==> src/rtl/game_vga_timing_if.sv <==
// game_vga_timing_if: raster position and sync bundle from the VGA timing
// generator to the game logic and the board video pins.
//   hsync, vsync   active-low sync pulses
//   display_on     current position is inside the visible area
//   x, y           visible column/row (0 outside the visible area)
//   pixel_en       one-clk pulse at the start of every pixel position
//   frame_start    one-clk pulse at the start of position (0,0)
// master = timing generator, slave = consumer.
interface game_vga_timing_if #(
    parameter int unsigned w_x = 10,
    parameter int unsigned w_y = 9
);
    logic           hsync;
    logic           vsync;
    logic           display_on;
    logic [w_x-1:0] x;
    logic [w_y-1:0] y;
    logic           pixel_en;
    logic           frame_start;

    modport master (
        output hsync, vsync, display_on, x, y, pixel_en, frame_start
    );

    modport slave (
        input hsync, vsync, display_on, x, y, pixel_en, frame_start
    );
endinterface

==> src/rtl/game_vga_timing.sv <==
// game_vga_timing: divides clk down to the pixel rate, scans an
// H_TOTAL x V_TOTAL raster and drives registered position/sync decode.
//   clk   in   system clock, all state on rising edge
//   rst   in   asynchronous active-high reset
//   vga   master modport of game_vga_timing_if (hsync, vsync, display_on,
//         x, y, pixel_en, frame_start), all registered
module game_vga_timing #(
    parameter int unsigned clk_mhz       = 50,
    parameter int unsigned pixel_mhz     = 25,
    parameter int unsigned screen_width  = 640,
    parameter int unsigned screen_height = 480,
    parameter int unsigned h_front       = 16,
    parameter int unsigned h_sync        = 96,
    parameter int unsigned h_back        = 48,
    parameter int unsigned v_front       = 10,
    parameter int unsigned v_sync        = 2,
    parameter int unsigned v_back        = 33,
    parameter int unsigned w_x           = $clog2(screen_width),
    parameter int unsigned w_y           = $clog2(screen_height)
) (
    input  logic               clk,
    input  logic               rst,
    game_vga_timing_if.master  vga
);

    localparam int unsigned RATIO    = clk_mhz / pixel_mhz;
    localparam int unsigned H_TOTAL  = screen_width + h_front + h_sync + h_back;
    localparam int unsigned V_TOTAL  = screen_height + v_front + v_sync + v_back;
    localparam int unsigned W_H      = $clog2(H_TOTAL);
    localparam int unsigned W_V      = $clog2(V_TOTAL);
    localparam int unsigned HS_START = screen_width + h_front;
    localparam int unsigned HS_END   = HS_START + h_sync;
    localparam int unsigned VS_START = screen_height + v_front;
    localparam int unsigned VS_END   = VS_START + v_sync;

    logic           tick;
    logic [W_H-1:0] h_cnt;
    logic [W_H-1:0] h_nxt;
    logic [W_V-1:0] v_cnt;
    logic [W_V-1:0] v_nxt;
    logic           h_wrap;
    logic           display_nxt;
    logic           hsync_nxt;
    logic           vsync_nxt;
    logic [w_x-1:0] x_nxt;
    logic [w_y-1:0] y_nxt;

    // Pixel-rate tick: last clk of each divider period, or every clk at R = 1.
    generate
        if (RATIO > 1) begin : g_div
            localparam int unsigned W_D = $clog2(RATIO);
            logic [W_D-1:0] div;

            always_ff @(posedge clk or posedge rst) begin
                if (rst) begin
                    div <= '0;
                end else if (div == W_D'(RATIO - 1)) begin
                    div <= '0;
                end else begin
                    div <= div + W_D'(1);
                end
            end

            assign tick = (div == W_D'(RATIO - 1));
        end else begin : g_no_div
            assign tick = 1'b1;
        end
    endgenerate

    // Next raster position and its decode; comparisons done at 32 bits so a
    // sync window ending exactly at the total cannot overflow the counter width.
    always_comb begin
        h_wrap = (h_cnt == W_H'(H_TOTAL - 1));
        h_nxt  = h_wrap ? '0 : h_cnt + W_H'(1);
        v_nxt  = v_cnt;
        if (h_wrap) begin
            v_nxt = (v_cnt == W_V'(V_TOTAL - 1)) ? '0 : v_cnt + W_V'(1);
        end
        display_nxt = (32'(h_nxt) < screen_width) && (32'(v_nxt) < screen_height);
        hsync_nxt   = !((32'(h_nxt) >= HS_START) && (32'(h_nxt) < HS_END));
        vsync_nxt   = !((32'(v_nxt) >= VS_START) && (32'(v_nxt) < VS_END));
        x_nxt       = display_nxt ? w_x'(h_nxt) : '0;
        y_nxt       = display_nxt ? w_y'(v_nxt) : '0;
    end

    // Counters and outputs; reset parks on the last position so the first
    // tick lands on (0,0) and the reset outputs match that parked decode.
    always_ff @(posedge clk or posedge rst) begin
        if (rst) begin
            h_cnt           <= W_H'(H_TOTAL - 1);
            v_cnt           <= W_V'(V_TOTAL - 1);
            vga.hsync       <= 1'b1;
            vga.vsync       <= 1'b1;
            vga.display_on  <= 1'b0;
            vga.x           <= '0;
            vga.y           <= '0;
            vga.pixel_en    <= 1'b0;
            vga.frame_start <= 1'b0;
        end else begin
            vga.pixel_en    <= tick;
            vga.frame_start <= tick && (h_nxt == '0) && (v_nxt == '0);
            if (tick) begin
                h_cnt          <= h_nxt;
                v_cnt          <= v_nxt;
                vga.hsync      <= hsync_nxt;
                vga.vsync      <= vsync_nxt;
                vga.display_on <= display_nxt;
                vga.x          <= x_nxt;
                vga.y          <= y_nxt;
            end
        end
    end

endmodule
==> src/flat_wrapper.sv <==
// flat-port wrapper written by rule: the top's interface ports become plain ports
module game_vga_timing_flat 
#(
    parameter int unsigned clk_mhz       = 50,
    parameter int unsigned pixel_mhz     = 25,
    parameter int unsigned screen_width  = 640,
    parameter int unsigned screen_height = 480,
    parameter int unsigned h_front       = 16,
    parameter int unsigned h_sync        = 96,
    parameter int unsigned h_back        = 48,
    parameter int unsigned v_front       = 10,
    parameter int unsigned v_sync        = 2,
    parameter int unsigned v_back        = 33,
    parameter int unsigned w_x           = $clog2(screen_width),
    parameter int unsigned w_y           = $clog2(screen_height)
)
  (clk, rst, vga_hsync, vga_vsync, vga_display_on, vga_x, vga_y, vga_pixel_en, vga_frame_start);
  game_vga_timing_if #(.w_x(w_x), .w_y(w_y)) vga_i ();
  input  logic clk;
  input  logic rst;
  output wire logic [$bits(vga_i.hsync)-1:0] vga_hsync;
  output wire logic [$bits(vga_i.vsync)-1:0] vga_vsync;
  output wire logic [$bits(vga_i.display_on)-1:0] vga_display_on;
  output wire logic [$bits(vga_i.x)-1:0] vga_x;
  output wire logic [$bits(vga_i.y)-1:0] vga_y;
  output wire logic [$bits(vga_i.pixel_en)-1:0] vga_pixel_en;
  output wire logic [$bits(vga_i.frame_start)-1:0] vga_frame_start;
  assign vga_hsync = vga_i.hsync;
  assign vga_vsync = vga_i.vsync;
  assign vga_display_on = vga_i.display_on;
  assign vga_x = vga_i.x;
  assign vga_y = vga_i.y;
  assign vga_pixel_en = vga_i.pixel_en;
  assign vga_frame_start = vga_i.frame_start;
  game_vga_timing #(.clk_mhz(clk_mhz), .pixel_mhz(pixel_mhz), .screen_width(screen_width), .screen_height(screen_height), .h_front(h_front), .h_sync(h_sync), .h_back(h_back), .v_front(v_front), .v_sync(v_sync), .v_back(v_back), .w_x(w_x), .w_y(w_y)) u_core (.clk(clk), .rst(rst), .vga(vga_i));
endmodule
==> config.mk <==
export PLATFORM = sky130hd
export DESIGN_NAME = game_vga_timing_flat
export DESIGN_NICKNAME = d
export VERILOG_FILES = /design/src/rtl/game_vga_timing_if.sv /design/src/rtl/game_vga_timing.sv /design/src/flat_wrapper.sv
export SDC_FILE = /design/constraint.sdc
export NUM_CORES = 1
export LEC_CHECK = 0
export ABC_AREA = 1
export BUFFER_PORTS_ARGS = -buffer_cell sky130_fd_sc_hd__buf_4
export CORE_UTILIZATION = 59
export CTS_BUF_LIST = sky130_fd_sc_hd__clkbuf_4
export CTS_CLUSTER_SIZE = 20
export DETAILED_ROUTE_END_ITERATION = 16
export HOLD_SLACK_MARGIN = 0.06
export PLACE_DENSITY_LB_ADDON = 0.05
export SKIP_CTS_REPAIR_TIMING = 1
export SYNTH_ARGS = -nofsm -noshare
export SYNTH_HDL_FRONTEND = slang
export SYNTH_SLANG_ARGS = --single-unit
==> constraint.sdc <==
create_clock -name clk -period 2.15 [get_ports clk]
set_input_delay 0.215 -clock clk [delete_from_list [all_inputs] [get_ports clk]]
set_output_delay 0.215 -clock clk [all_outputs]
set_load 0.02 [all_outputs]
== Yosys cells after proc, flatten, opt, wreduce, memory -nomap -nowiden ==
Index checks and enable logic that the tools add are counted.

* Word-level logic and storage cells: 36
* Bits of input ports: 2
* Register bits after elaboration: 45
* Output and inout bits: 24

* Equality and inequality tests: 2
* Muxes and demuxes: 6
* $add $sub $neg: 3
* Order comparisons: 6
* Reduce and logical (&&, ||, !) cells: 9

{| class="wikitable"
|+ Operator list
! operator !! number
|-
| $mux W10 || 4
|-
| $add A10 B1 Y10 const B || 2
|-
| $eq A10 B10 Y1 const B || 2
|-
| $logic_not A10 Y1 || 2
|-
| $lt A10 B10 Y1 const B || 2
|-
| $lt A10 B9 Y1 const B || 2
|-
| $ge A10 B10 Y1 const B || 1
|-
| $ge A10 B9 Y1 const B || 1
|-
| $mux W9 || 1
|-
| $logic_and A1 B1 Y1 || 5
|-
| $logic_not A1 Y1 || 2
|-
| $add A1 B1 Y1 const B || 1
|-
| $mux W1 || 1
|}

== Longest topological paths before layout ==
Gate-level depths: netlist of the first run.

* Depth in word-level cells: 6
* Gate-level depth with buffers: 13

== Worst setup path before layout of the first run ==
Ideal clock, no wire load.

* Kind: register -> register
* Start point: reg u_core.h_cnt[0]
* End point: reg u_core.vga.x[8]
* Clock period less this slack: 1.959 ns
* Stages on the path, launching flop included: 13
* Required time: 2.015 ns
* Arrival time: 1.824 ns
* Path buffers: 2
* Slack: 0.191 ns
* Path through: dfstp_2 -> ha_1 -> nand4_4 -> nor2_4 -> buf_6 -> nand2_1 -> nand2_2 -> nand2_2 -> nor2_4 -> nand2_2 -> nand3_2 -> buf_6 -> a21oi_2

* Longest elaborated chain between the ends: 5
* Elaborated cells between the ends (all ways): 8

{| class="wikitable"
|+ Ends and longest elaborated chain
! what !! line !! RTL
|-
| start: declaration || game_vga_timing.sv:37 || <nowiki>logic [W_H-1:0] h_cnt;</nowiki>
|-
| start signal: assignment || game_vga_timing.sv:90 || <nowiki>h_cnt <= W_H'(H_TOTAL - 1);</nowiki>
|-
| start signal: assignment || game_vga_timing.sv:103 || <nowiki>h_cnt <= h_nxt;</nowiki>
|-
| $add A10 B1 Y10 / $eq A10 B10 Y1 (equally long branches) || game_vga_timing.sv:74, game_vga_timing.sv:73 ||
|-
| $mux W10, on equally long branches || game_vga_timing.sv:74, game_vga_timing.sv:76 ||
|-
| $lt A10 B10 Y1 / $lt A10 B9 Y1 (equally long branches) || game_vga_timing.sv:79 || <nowiki>display_nxt = (32'(h_nxt) < screen_width) && (32'(v_nxt) < screen_height);</nowiki>
|-
| $logic_and A1 B1 Y1 || game_vga_timing.sv:79 ||
|-
| $mux W10 (*) || game_vga_timing.sv:82 || <nowiki>x_nxt = display_nxt ? w_x'(h_nxt) : '0;</nowiki>
|-
| end signal: assignment || game_vga_timing.sv:108 || <nowiki>vga.x <= x_nxt;</nowiki>
|-
| end: declaration || game_vga_timing_if.sv:22 || <nowiki>output hsync, vsync, display_on, x, y, pixel_en, frame_start</nowiki>
|}

Every way passes the cells marked *; elsewhere a longest branch is shown, timed or not.
A chain may end at the register's enable or synchronous reset.

== Worst setup path in the final report of the first run ==
* Start point: reg u_core.h_cnt[8]
* End point: reg u_core.vga.x[6]

The elaborated chain is that of the path after synthesis.

==> summary.md, run 1 <==
| Metric | Value |
|---|---|
| Status | finished, final reports clean |
| Data arrival, critical path | 2.37 ns |
| Slew headroom | 67.3% |
| Setup crit end kind | flip-flop |
| Gr usage total | 28.4% |
| Total Wirelength | 6450 microns |
| CTS tree | built |
| Largest family of logic cells by synthesized area | simple AND/OR/NAND/NOR gates |
| Mapped Cells | 320 |
| GRT overflow | 0 |
| Dpl cells | 391 |
| Hold crit path type | primary input to async pin |
| Synth async-reset ratio | 100% |
| Clock sink count | 45 |
| Post-synth cell types | 29 |
| Post-synth EDFFs | 0 |
| Worst path bufs/invs | 3 |
| CP max-delay cell | dfstp_2 |
| Final std cells w/o fill | 407 |
| Area Overhead vs Synth | 17.4% |
| Synth Area in Adders | 1.44% |
| Clock Skew | 0.0149 ns |
| Synth Area in Compound Gates | 13.7% |
| Pwr per Cell Area | 459 nW/um^2 |
| Static Leakage | 1.42 nW |
| Worst Tran Pin Value | 0.490 ns |
| Crit path time final | 2.08 ns |
| Detail Placement HPWL | 4300 microns |
| DRT antenna net count | 0 |
| Initial DRC count | 232 |
| Starting Density | 63.5% |
| Initial antenna violation count | 0 |
| Simple-Gate Fraction of Synth Area | 33.6% |
| RD Place Congestion | 0.940 |
| Yosys warns | 0 |
| Mapped Nets | 325 |
| Post-synthesis xor/xnor area fraction | 0.335% |
| IO buf count | 25 |
| ANT cells | 0 |
| Clk Latency, worst-skew pair | 0.37 ns |
| Commonest non-fill, non-tap cell in the layout | nand2_1 |
| Final Cell Area | 3070 sq um |
| Slew Limit Fails | 0 |
| Fillers | 324 |
| Worst vdd rail ir drop | 0.507 mV |
| Critical Path Max Stage Delay | 0.58 ns |
| Synthesized area per cell | 8.16 sq um |
| Clock Tree Root | clkbuf_4 |
| Dominant synthesized flop cell | dfrtp_1 |
| Die footprint | 4700 sq um |
| IO Pins | 26 |
| First-pass GRT wire length | 9630 microns |
| F_max | 0.481 GHz |
| Synth Register Bits | 45 |
| Routed vias | 2349 |
| Clock slew at reported path FFs | 0.14 ns |
| Most frequent cells in the layout | nand2_1 (79), buf_4 (37), dfrtp_1 (32) |
| Sequential element share of the synthesized area | 43.7% |
| Vias in the first global route | 1965 |
| TritonRoute pass-1 iters | 5 |
| # DRC | 0 |
| CTS Buf Count | 5 |
| Chip height | 68.5 microns |
| Placed standard-cell area | 2870 sq um |
| Worst EP required | 2.44 ns |
| Max Root-Sink Buffers | 2 |
| Maxcap violations | 0 |
| WL/cell | 15.9 microns |
| Setup violations, final | 0 |
| Final TNS setup | 0 ns |
| Largest net degree at the start of global routing | 46 |
| Site row count | 23 |
| Die Wd | 68.5 microns |
| Fin. Hold Viols | 0 |
| CP Cell Sequence | inv_1, nor2_1, nand3_2, nor2_4, buf_4, nand3_2, nand2_2, nor2_4, nand2_2, nand3_4, clkbuf_16, o21ai_2 |
| Worst Setup Path Type | flip-flop to flip-flop |
| Synth Cell Area | 2610 sq um |
| Nets | 361 |
| Min Hold Slack | 0.425 ns |
| Share of cells above drive strength 1 | 32.2% |
| Top cell family by delay on the critical path | simple AND/OR/NAND/NOR gates |
| Crit path launch type | flip-flop |
| Core area | 4120 sq um |
| Mux contribution to synthesized area | 0% |
| H-tree levels | 2 |
| DR vias/cell | 5.77 |
| Worst Path Max Fanout | 10 |
| Final period util | 96.7% |
-- report_power, final --
part	switching, mW	leakage (nW)	internal (mW)
sequential	0	0.566	0.848
clock	0.279	0.0456	0.257
combinational	0.0166	0.810	0.00637
-- per-layer routing --
layer	vias up	part of all wire, %	routed length (microns)	GRT usage [%]
met5	-	0	0	0
met4	0	1.3	84	8.07
met3	11	7.6	493	5.59
met2	107	43	2790	39.5
met1	1103	48	3090	44.1
li1	1128	-	-	-
-- Yosys cell counts, types with 5 or more instances --
cell      instances  share of area, %
nand2_2          11               2.6
o21ai_2          11               3.7
o21ai_0          17               3.3
nor2_1           26               3.7
nand3_2           7               2.7
nand4_1          13               3.1
a21oi_1          10               1.9
dfstp_2          12                12
dfrtp_1          33                32
nand3_1          28               5.4
nand2_1          79                11
clkbuf_1          7               1.0
a21oi_2           5               1.7
o21bai_1          5               1.4
inv_1            26               3.7
-- flip-flops by register name, indices dropped and copies added (netlist names) --
register	flops
u_core.h_cnt	10
u_core.v_cnt	10
u_core.vga.x	10
u_core.vga.y	9
u_core.g_div.div	1
u_core.vga.display_on	1
u_core.vga.frame_start	1
u_core.vga.hsync	1
u_core.vga.pixel_en	1
u_core.vga.vsync	1
-- worst paths after layout --
| path | from | endpoint | slack, ns | cells after the start |
|---|---|---|---|---|
| setup / recovery | u_core.h_cnt[8]$_DFFE_PP1P_ | u_core.vga.x[6]$_DFFE_PP0P_ | 0.07 | 12 |
| hold / removal | rst | u_core.vga.x[8]$_DFFE_PP0P_ | 0.42 | 4 |
| setup reg to reg | u_core.h_cnt[8]$_DFFE_PP1P_ | u_core.vga.x[6]$_DFFE_PP0P_ | 0.07 | 12 |
| hold reg to reg | u_core.vga.y[5]$_DFFE_PP0P_ | u_core.vga.y[5]$_DFFE_PP0P_ | 0.50 | 2 |
| max in group asynchronous | rst | u_core.vga.vsync$_DFFE_PP1P_ | 1.45 | 4 |
| min in group clk | u_core.vga.y[5]$_DFFE_PP0P_ | u_core.vga.y[5]$_DFFE_PP0P_ | 0.50 | 2 |
-- cell type report --
cell class | count | area (sq um) | share of cell area (%)
clock buffers | 6 | 45.0 | 1.47
inverters | 28 | 105 | 3.43
clock inverters | 2 | 35.0 | 1.14
well taps | 50 | 62.6 | 2.04
flip-flops and latches | 45 | 1140 | 37.3
multi-input cells | 235 | 1320 | 43.2
repair buffers | 41 | 353 | 11.5
-- kinds of logic after synthesis --
| family | after synthesis |
|---|---|
| adder cells (fa/ha/maj) | 3 |
| flip-flops | 45 |
| XOR/XNOR | 1 |
| buffers and inverters | 41 |
| AND/OR/NAND/NOR | 178 |
| AO/OA/AOI/OAI | 52 |
-- metrics by stage --
stage | utilization (%) | worst slack (ns) | total power [mW]
after global placement | 69.8 | 0.0811 | 0.886
after global routing | 74.5 | -0.0154 | 1.45
after CTS | 71.7 | -0.0345 | 1.41
after detailed placement | 69.8 | -0.0286 | 0.886
final | 74.5 | 0.0712 | 1.41
after floorplan | - | 0.191 | 0.875
-- worst min-delay path, cell delays in order --
cell	delay, ns
dlygate4sd3_1	0.54
buf_4	0.13
inv_2	0.06
buf_12	0.23
Note: power is estimated with default switching activity, not from simulation.
==> inputs of run 2 (changes only) <==
--- a/config.mk
+++ b/config.mk
@@ -13,7 +13,9 @@
 export DETAILED_ROUTE_END_ITERATION = 16
 export HOLD_SLACK_MARGIN = 0.06
 export PLACE_DENSITY_LB_ADDON = 0.05
+export RECOVER_POWER = 25
 export SKIP_CTS_REPAIR_TIMING = 1
+export SLEW_MARGIN = 20
 export SYNTH_ARGS = -nofsm -noshare
 export SYNTH_HDL_FRONTEND = slang
 export SYNTH_SLANG_ARGS = --single-unit
==> run 2 against run 1 <==
  * Total power is 0.29% lower
  * Hold slack better by 0.073 ns
  * Setup slack stayed put
  * First-iteration DRC count stayed put
  * Register-to-register slack hardly changed
  * Clock power hardly changed
  * Flip-flop and latch count stayed put
  * Non-clock buffer count stayed put
  * Via count stayed put
  * Sequential power hardly changed
  * Final cell count stayed put
  * Design area is 0.49% lower
  * Highest routed layer unchanged
==> summary.md, run 2 (synthesis results as in run 1) <==
| Metric | Value |
|---|---|
| Largest regs | u_core.h_cnt x10, u_core.v_cnt x10, u_core.vga.x x10 (unchanged) |
| Worst EP required | 2.44 ns (about the same) |
| Clock slew at reported path FFs | 0.13 ns (was 0.14 ns) |
| CTS tree | built (unchanged) |
| Die Wd | 68.5 microns (unchanged) |
| Worst vdd rail ir drop | 0.507 mV (about the same) |
| Met2 wire len | 2790 microns (unchanged) |
| Final TNS setup | 0 ns (unchanged) |
| Chip height | 68.5 microns (unchanged) |
| Setup violations, final | 0 (unchanged) |
| H-tree levels | 2 (unchanged) |
| GRT overflow | 0 (unchanged) |
| Maxcap violations | 0 (unchanged) |
| Area Overhead vs Synth | 16.9% (was 17.4%) |
| Status | finished, final reports clean (unchanged) |
| Hold Path Depth | 2 |
| Slew headroom | 28.8% (was 67.3%) |
| Fin. Hold Viols | 0 (unchanged) |
| Post-layout util | 74.2% (was 74.5%) |
| Worst Path Max Fanout | 10 (unchanged) |
| Starting Density | 63.5% (unchanged) |
| Clock Tree Root | clkbuf_4 (unchanged) |
| Final Cell Area | 3050 sq um (was 3070 sq um) |
| TritonRoute pass-1 iters | 5 (unchanged) |
| Wire length on met1 | 3090 microns (about the same) |
| # DRC | 0 (unchanged) |
| Gr usage total | 28.4% (unchanged) |
| Max Root-Sink Buffers | 2 (unchanged) |
| DR vias/cell | 5.77 (unchanged) |
| Data arrival, critical path | 2.37 ns (about the same) |
| Die footprint | 4700 sq um (unchanged) |
| Nets | 361 (unchanged) |
| DRT antenna net count | 0 (unchanged) |
| First-pass GRT wire length | 9630 microns (unchanged) |
| Worst Tran Pin Value | 1.07 ns (was 0.490 ns) |
| RD Place Congestion | 0.940 (unchanged) |
| Initial antenna violation count | 0 (unchanged) |
| Routed vias | 2349 (unchanged) |
| Crit path launch type | flip-flop (unchanged) |
| Total Wirelength | 6460 microns (was 6450 microns) |
| Critical R2R Launch | u_core.h_cnt[8]$_DFFE_PP1P_ (unchanged) |
| Site row count | 23 (unchanged) |
| IO Pins | 26 (unchanged) |
| F_max | 0.481 GHz (unchanged) |
| Clock sink count | 45 (unchanged) |
| Hold Path End | u_core.vga.y[5]$_DFFE_PP0P_ |
| Static Leakage | 1.42 nW (about the same) |
| Pwr per Cell Area | 459 nW/um^2 (about the same) |
| Detail Placement HPWL | 4300 microns (unchanged) |
| Setup crit end kind | flip-flop (unchanged) |
| Share of cells above drive strength 1 | 31.9% (was 32.2%) |
| Flop-to-flop setup slack | 0.07 ns (about the same) |
| Worst r2r dst | u_core.vga.x[6]$_DFFE_PP0P_ (unchanged) |
| Clk Latency, worst-skew pair | 0.37 ns (about the same) |
| WL/cell | 15.9 microns (about the same) |
| Worst Setup Path Type | flip-flop to flip-flop (unchanged) |
| CTS Buf Count | 5 (unchanged) |
| Slew Limit Fails | 0 (unchanged) |
| Placed standard-cell area | 2870 sq um (unchanged) |
| Fillers | 326 (was 324) |
| WL met3 | 493 microns (unchanged) |
| IO buf count | 25 (unchanged) |
| Vias in the first global route | 1965 (unchanged) |
| Total power | 1.40 mW (was 1.41 mW) |
| Cells on worst reg2reg path | 12 (unchanged) |
| Core area | 4120 sq um (unchanged) |
| Initial DRC count | 232 (unchanged) |
| Final period util | 96.7% (unchanged) |
| Crit path time final | 2.08 ns (unchanged) |
| ANT cells | 0 (unchanged) |
| Hold wc startpoint | u_core.vga.y[5]$_DFFE_PP0P_ |
| Clock Skew | 0.0149 ns (unchanged) |
| Largest net degree at the start of global routing | 46 (unchanged) |
| Max Used Layer | met4 (unchanged) |
| Hold crit path type | flip-flop to flip-flop (was primary input to async pin) |
| Commonest non-fill, non-tap cell in the layout | nand2_1 (unchanged) |
| Most frequent cells in the layout | nand2_1 (79), buf_4 (36), dfrtp_1 (32) (was nand2_1 (79), buf_4 (37), dfrtp_1 (32)) |
run 2: routing by layer:
metal  up-vias  track usage, %
li1       1128               -
met1      1103            44.1
met2       107            39.5
met3        11            5.59
met4         0            8.07
met5         -               0
run 2: final cells by class:
type	instances	area (sq um)	share of cell area [%]
Clock buffer	6	45.0	1.48
Clock inverter	2	35.0	1.15
Inverter	28	105	3.44
Multi-Input combinational cell	235	1320	43.4
Sequential cell	45	1140	37.4
Tap cell	50	62.6	2.05
Timing Repair Buffer	41	338	11.1
run 2: worst max path at each step:
stage                           startpoint                           to  slack (ns)  cells after the start
2_1_floorplan  u_core.h_cnt[0]$_DFFE_PP1P_  u_core.vga.x[8]$_DFFE_PP0P_        0.19                     12
6_report       u_core.h_cnt[8]$_DFFE_PP1P_  u_core.vga.x[6]$_DFFE_PP0P_        0.07                     12
3_5_place_dp   u_core.h_cnt[0]$_DFFE_PP1P_  u_core.vga.y[8]$_DFFE_PP0P_       -0.03                     11
3_3_place_gp   u_core.h_cnt[0]$_DFFE_PP1P_  u_core.vga.x[7]$_DFFE_PP0P_        0.08                     11
5_1_grt        u_core.h_cnt[8]$_DFFE_PP1P_  u_core.vga.y[5]$_DFFE_PP0P_       -0.02                     12
4_1_cts        u_core.h_cnt[0]$_DFFE_PP1P_  u_core.vga.x[7]$_DFFE_PP0P_       -0.03                     11
run 2: report_power, final:
part / internal (mW) / switching (mW) / leakage (nW) / total, mW
registers: 0.848 / 0 / 0.566 / 0.848
clock network: 0.257 / 0.279 / 0.0456 / 0.536
logic: 0.00292 / 0.0159 / 0.805 / 0.0189
run 2: critical path, cell delays in order (launching register included):
cell and delay, ns:
dfstp_2 0.58, inv_1 0.08, nor2_1 0.12, nand3_2 0.16, nor2_4 0.22, buf_4 0.14
nand3_2 0.07, nand2_2 0.12, nor2_4 0.04, nand2_2 0.08, nand3_4 0.10, clkbuf_16 0.19
o21ai_2 0.12
run 2: metrics by stage:
step | setup WS (ns) | hold slack [ns] | cells
after floorplan | 0.191 | 0.352 | 320
after global placement | 0.0811 | 0.271 | 391
after detailed placement | -0.0286 | 0.276 | 391
after CTS | -0.0345 | -0.131 | 399
after global routing | -0.0154 | 0.521 | 407
final | 0.0712 | 0.497 | 407
